==> src/rtl/prog_loader.sv <==
// prog_loader: receives a length-prefixed, checksummed byte stream and writes
// it into instruction memory as 32-bit words. When the whole stream has been
// taken in and the checksum matches, it raises a level start signal for the core.
//
// Stream format: LEN_LO, LEN_HI, then N words of 4 bytes each (little-endian),
// then one checksum byte equal to the XOR of all payload bytes.
//
// Handshake: a byte is consumed on a rising edge only when rx_valid and
// rx_ready are both high. A cycle with rx_valid low leaves all state untouched.
// rx_ready does not depend on rx_valid.
module prog_loader #(
    parameter logic [31:0] ADDR_BASE = 32'h0000_0000,
    parameter int unsigned MAX_WORDS = 1024
) (
    input  logic        clk,
    input  logic        reset,
    input  logic        rx_valid,
    input  logic [7:0]  rx_data,
    output logic        rx_ready,
    output logic        imem_we,
    output logic [31:0] imem_addr,
    output logic [31:0] imem_wdata,
    output logic        start,
    output logic        busy,
    output logic        err,
    output logic [15:0] word_count,
    output logic [2:0]  dbg_state
);

    typedef enum logic [2:0] {
        S_IDLE   = 3'd0,
        S_LEN_HI = 3'd1,
        S_DATA   = 3'd2,
        S_CHK    = 3'd3,
        S_DONE   = 3'd4,
        S_ERROR  = 3'd5
    } state_t;

    state_t      state;
    state_t      next_state;

    logic        ready_en;    // low only while in reset, so rx_ready stays low then
    logic        accept;
    logic [7:0]  len_lo;
    logic [15:0] len_n;
    logic [15:0] len_new;
    logic [1:0]  byte_idx;
    logic [23:0] word_buf;    // bytes 0..2 of the word being assembled
    logic [7:0]  checksum;
    logic [31:0] next_addr;
    logic [15:0] word_cnt;
    logic        word_done;   // this edge accepts the 4th byte of a word
    logic        last_word;
    logic        start_q;
    logic        err_q;
    logic        we_q;
    logic [31:0] addr_q;
    logic [31:0] wdata_q;

    assign accept    = rx_valid && rx_ready;
    assign len_new   = {rx_data, len_lo};
    assign word_done = accept && (state == S_DATA) && (byte_idx == 2'd3);
    assign last_word = (word_cnt == (len_n - 16'd1));

    assign rx_ready   = ready_en && (state != S_DONE) && (state != S_ERROR);
    assign busy       = (state == S_LEN_HI) || (state == S_DATA) || (state == S_CHK);
    assign start      = start_q;
    assign err        = err_q;
    assign imem_we    = we_q;
    assign imem_addr  = addr_q;
    assign imem_wdata = wdata_q;
    assign word_count = word_cnt;
    assign dbg_state  = state;

    // State register; reset always restarts parsing from LEN_LO.
    always_ff @(posedge clk or negedge reset) begin
        if (!reset) begin
            state <= S_IDLE;
        end else begin
            state <= next_state;
        end
    end

    // Next-state decode; DONE and ERROR hold until reset.
    always_comb begin
        next_state = state;
        case (state)
            S_IDLE: begin
                if (accept) next_state = S_LEN_HI;
            end
            S_LEN_HI: begin
                if (accept) begin
                    if (len_new == 16'd0) begin
                        next_state = S_CHK;
                    end else if (32'(len_new) > MAX_WORDS) begin
                        next_state = S_ERROR;
                    end else begin
                        next_state = S_DATA;
                    end
                end
            end
            S_DATA: begin
                if (word_done && last_word) next_state = S_CHK;
            end
            S_CHK: begin
                if (accept) begin
                    next_state = (rx_data == checksum) ? S_DONE : S_ERROR;
                end
            end
            S_DONE:  next_state = S_DONE;
            S_ERROR: next_state = S_ERROR;
            default: next_state = S_IDLE;
        endcase
    end

    // Stream parsing: length capture, word assembly and the running checksum.
    always_ff @(posedge clk or negedge reset) begin
        if (!reset) begin
            len_lo   <= 8'h00;
            len_n    <= 16'h0000;
            byte_idx <= 2'd0;
            word_buf <= 24'h000000;
            checksum <= 8'h00;
        end else if (accept) begin
            case (state)
                S_IDLE:   len_lo <= rx_data;
                S_LEN_HI: len_n  <= len_new;
                S_DATA: begin
                    checksum <= checksum ^ rx_data;
                    byte_idx <= byte_idx + 2'd1;
                    case (byte_idx)
                        2'd0:    word_buf[7:0]   <= rx_data;
                        2'd1:    word_buf[15:8]  <= rx_data;
                        2'd2:    word_buf[23:16] <= rx_data;
                        default: word_buf        <= word_buf;
                    endcase
                end
                default: ;
            endcase
        end
    end

    // Instruction-memory write port: one registered strobe per completed word.
    // Address and data hold their last values between strobes; the address
    // counter wraps naturally at 2^32.
    always_ff @(posedge clk or negedge reset) begin
        if (!reset) begin
            we_q      <= 1'b0;
            addr_q    <= ADDR_BASE;
            wdata_q   <= 32'h0000_0000;
            next_addr <= ADDR_BASE;
            word_cnt  <= 16'h0000;
        end else begin
            we_q <= word_done;
            if (word_done) begin
                addr_q    <= next_addr;
                wdata_q   <= {rx_data, word_buf};
                next_addr <= next_addr + 32'd4;
                word_cnt  <= word_cnt + 16'd1;
            end
        end
    end

    // Status flags: ready after the first edge out of reset, start one cycle
    // after DONE is entered, err together with the entry into ERROR.
    always_ff @(posedge clk or negedge reset) begin
        if (!reset) begin
            ready_en <= 1'b0;
            start_q  <= 1'b0;
            err_q    <= 1'b0;
        end else begin
            ready_en <= 1'b1;
            start_q  <= start_q || (state == S_DONE);
            err_q    <= err_q || (next_state == S_ERROR);
        end
    end

endmodule

==> config.mk <==
export PLATFORM = sky130hd
export DESIGN_NAME = prog_loader
export DESIGN_NICKNAME = d
export VERILOG_FILES = /design/src/rtl/prog_loader.sv
export SDC_FILE = /design/constraint.sdc
export NUM_CORES = 1
export LEC_CHECK = 0
export CAP_MARGIN = 20
export CORE_MARGIN = 5
export CORE_UTILIZATION = 45
export CTS_CLUSTER_DIAMETER = 200
export DETAILED_ROUTE_END_ITERATION = 6
export PLACE_DENSITY = 0.67
export SETUP_SLACK_MARGIN = 0.02
export SYNTH_ARGS = -nofsm -noshare
export SYNTH_HDL_FRONTEND = slang
export SYNTH_SLANG_ARGS = --single-unit
==> constraint.sdc <==
create_clock -name clk -period 5.2 [get_ports clk]
set_input_delay 1.56 -clock clk [delete_from_list [all_inputs] [get_ports clk]]
set_output_delay 1.56 -clock clk [all_outputs]
set_load 0.02 [all_outputs]
Word level (Yosys, flattened, before mapping)

Index checks and enable logic that the tools add are counted.

Register bits: 177
Input port bits: 11
Output and inout bits: 88
Logic and storage cells: 62

Bitwise logic cells: 1
Eq/ne operators: 13
Add/subtract/negate cells: 4
$lt $le $gt $ge: 1
Reduce and logical (&&, ||, !) cells: 19
Mux-type cells: 8

Operators by type and width:

| cell                    | count |
|---|---|
| $add A32 B3 Y32 const B | 1 |
| $mux W3                 | 6 |
| $pmux W3 S6             | 1 |
| $add A16 B1 Y16 const B | 1 |
| $eq A16 B16 Y1          | 1 |
| $gt A16 B11 Y1 const B  | 1 |
| $logic_not A16 Y1       | 1 |
| $sub A16 B1 Y16 const B | 1 |
| $eq A3 B3 Y1 const B    | 3 |
| $reduce_and A3 Y1       | 3 |
| $eq A8 B8 Y1            | 1 |
| $xor A8 B8 Y8           | 1 |
| $eq A3 B2 Y1 const B    | 2 |
| $logic_and A1 B1 Y1     | 6 |
| $ne A3 B3 Y1 const B    | 2 |
| $reduce_and A2 Y1       | 3 |
| $eq A2 B2 Y1 const B    | 2 |
| $logic_or A1 B1 Y1      | 4 |
| $eq A3 B1 Y1 const B    | 1 |
| $logic_not A3 Y1        | 1 |
| $add A2 B1 Y2 const B   | 1 |
| $eq A2 B1 Y1 const B    | 1 |
| $logic_not A2 Y1        | 1 |
| $mux W1                 | 1 |

Longest topological paths before layout

Depth in word-level cells: 11
Depth in mapped cells: 8
Mapped depth without buffers: 8

Worst setup path after synthesis

OpenSTA, ideal clock, no wires.

Path kind: input port to flip-flop
Start: in rx_valid
End: reg len_n[10]
Path slack: 2.160 ns
Arrival: 2.916 ns
Data required time: 5.075 ns
Setup time: 0.125 ns
Stages: 6
Path through: nand2_1 -> nor2_1 -> nand2_1 -> nor2_1 -> clkbuf_1 -> mux2_2

Word-level cells in the longest chain between the ends: 2

RTL lines:

| what                               | RTL line | source |
|---|---|---|
| from (decl)                        | 17       | `input logic rx_valid,` |
| $logic_and A1 B1 Y1                | 60       | `assign accept = rx_valid && rx_ready;` |
| $reduce_and A2 Y1 (no source line) | n/a      |  |
| to (signal assigned)               | 127      | `S_LEN_HI: len_n <= len_new;` |
| to (decl)                          | 45       | `logic [15:0] len_n;` |

Every way passes these cells.
A chain may end at the register's enable or synchronous reset.

Worst setup path after layout

Start: in rx_valid
End: reg next_addr[30]

Word-level cells in the longest chain between the ends: 3

RTL lines:

| what                             | RTL line | source |
|---|---|---|
| $logic_and A1 B1 Y1              | 60       |  |
| $logic_and A1 B1 Y1 (2 in a row) | 62       | `assign word_done = accept && (state == S_DATA) && (byte_idx == 2'd3);` |
| to (signal assigned)             | 158      | `next_addr <= next_addr + 32'd4;` |
| to (decl)                        | 50       | `logic [31:0] next_addr;` |

Every way passes these cells.

==> run metrics <==
status=finished clean; 1st-iter DRT viols=281; endpoints failing hold=0; ys flop type=dfrtp_1; DP Area=8640 um2; Setup violations, final=0; Worst Setup End Kind=flip-flop; final net count=701; initial antenna violation count=0; Post-Route WL=15500 um; Worst-path clk slew=0.06 ns; Leak=0.00440 uW; measured slew at the worst slew-check pin=0.751 ns; post-route ant nets=0; ys async rst share=100%; max-slew violations=0; vias per cell=5.14; flops & latches, synth=173; max_slew headroom=49.8%; period utilisation layout=67.8%; first-pass GRT wire length=26100 um; Hold-fix buffers, CTS=0; Setup CP Type=primary input to flip-flop; Die ar.=19100 um2; critical-path maximum fanout=28; setup TNS=0 ns; CTS resizes=0; IO Pins=99; via count=4709; Pwr Density=296 nW/um2; vias in the first global route=4956; GRT Total Usage=16.9%; Finished Cell Area=9300 um2; pin count of the biggest net entering global routing=116; worst skew pair latency=0.44 ns; Max Freq=0.284 GHz; Rows=47; synth top area cells=dfrtp_1 58%, mux2_2 16%, xnor2_1 6.0%; TritonCTS Buffers=17; Root Buffer=clkbuf_16; clk sink count=173; # Post-CTS Setup Buffers=0; core area=16300 um2; YS warnings=0; router iterations before antenna repair=4; WL/cell=16.9 um; Reg2Reg Depth=8; # H-tree levels=4; GPL Wtd Cong=0.824; IR Drop Worst-Case VDD=223 uV; Worst EP required=5.52 ns; Synth top area share=58.4%; Cells after Synth=580; share of layout cells above drive strength 1=22.3%; Post-synth EDFFs=0; area leader, netlist=dfrtp_1; most common cell after layout, fill and taps aside=dfrtp_1; Post-Syn Area=7420 um2; Syn Area/Cell=12.8 um2; RSZ-0062 raised after global routing=no; initial core utilization=45.4%; antenna diode count=0; DIE WIDTH=138 um; startpoint types=primary input; WHS Path Cells=1; Syn-to-layout area delta=25.4%; Overflow after GRT=0; IO Port Bufs=96; register area share after synthesis=58.4%; Cell variety after synth=44; Die H=138 um; maxcap violations=0; DRC=0; Hold WC Path Type=flip-flop to flip-flop; most frequent cells in the layout=173 x dfrtp_1, 107 x mux2_2, 95 x clkdlybuf4s50_1; Tmin final=3.52 ns; DP Wirelength=10600 um; CTS tree=yes; Worst EP arrival=3.84 ns; clock skew=0.0181 ns; Clock Path Buffers=2
[per-stage QoR]
stage                     cells  utilization [%]  setup WS [ns]  hold slack (ns)  total power, uW
after global placement      883             52.8           1.26            0.441             1420
after global routing        916             56.9           1.42            0.480             2850
final                       916             56.9           1.68            0.461             2760
after floorplan             581                -           2.16            0.436             1380
after detailed placement    883             52.8           1.22            0.447             1430
after CTS                   915             56.7           1.66            0.462             2790
[cell type report]
class / instances / area, um2
clock inverter: 14 / 208
tap: 220 / 275
clock buffer: 18 / 429
inverter: 10 / 37.5
timing repair buffer: 103 / 1050
sequential: 173 / 4330
multi-input combinational: 378 / 2980
fill: 1357 / 7050
[critical path, cell delays in order]
cell             delay [ns]
clkdlybuf4s50_1        0.49
nand3b_1               0.18
nor2_4                 0.65
nand4_1                0.30
nor2_1                 0.34
nand4_1                0.16
xnor2_1                0.15
[worst paths after layout]
check | start | to | slack [ns]
max in group asynchronous | reset | len_n[6] | 3.25
worst min register to register | start | start | 0.46
min in group asynchronous | reset | imem_addr[17] | 0.95
worst max register to register | len_n[0] | dbg_state[0] | 2.51
worst min-delay path | start | start | 0.46
worst max-delay path | rx_valid | next_addr[30] | 1.68
[per-layer routing]
| metal | part of all wire [%] | vias to the layer above | GRT usage (%) |
|---|---|---|---|
| met2 | 48 | 113 | 26.7 |
| met3 | 4.7 | 22 | 4.87 |
| met1 | 45 | 2355 | 22.4 |
| met5 | 0 | - | 0 |
| li1 | - | 2219 | - |
| met4 | 1.9 | 0 | 6.40 |
[sequential cells by signal (all words and copies together) (netlist names), 2 cells and up]
signal      flops
imem_wdata     32
imem_addr      30
next_addr      30
word_buf       24
len_n          16
word_count     16
checksum        8
len_lo          8
dbg_state       3
byte_idx        2
[report_power, final]
group / switching (uW) / internal [uW] / leakage [uW] / total [uW]
Sequential: 0.360 / 1350 / 0.00237 / 1350
Clock: 542 / 814 / 0.000297 / 1360
Combinational: 41.7 / 13.1 / 0.00173 / 54.8
[Yosys cell counts, types with 2 or more instances]
cell,number
and3_1,7
inv_1,10
xnor2_1,51
a31oi_1,6
a21oi_1,5
buf_4,2
nand2_1,40
or3_1,2
and2_1,2
nand2b_1,2
a21o_1,2
nand3_1,23
dfrtp_1,173
nand3b_1,5
and4_1,5
nor4_1,6
mux2_2,107
clkbuf_1,17
o21ai_0,10
o31ai_1,2
xor2_1,26
nor2_1,30
conb_1,2
nand4_1,10
or2_2,2
nor3_1,8
nor2b_1,2
ha_1,7
[kinds of logic after synthesis]
group / count (synthesis) / synth area share, %
compound gates: 30 / 2.46
xor+xnor: 77 / 9.09
fa+ha+maj: 7 / 1.18
buf+inv: 30 / 1.64
flops: 173 / 58.4
mux: 108 / 16.4
other cells: 2 / 0.101
simple gates: 153 / 10.8
Note: power is estimated with default switching activity, not from simulation.
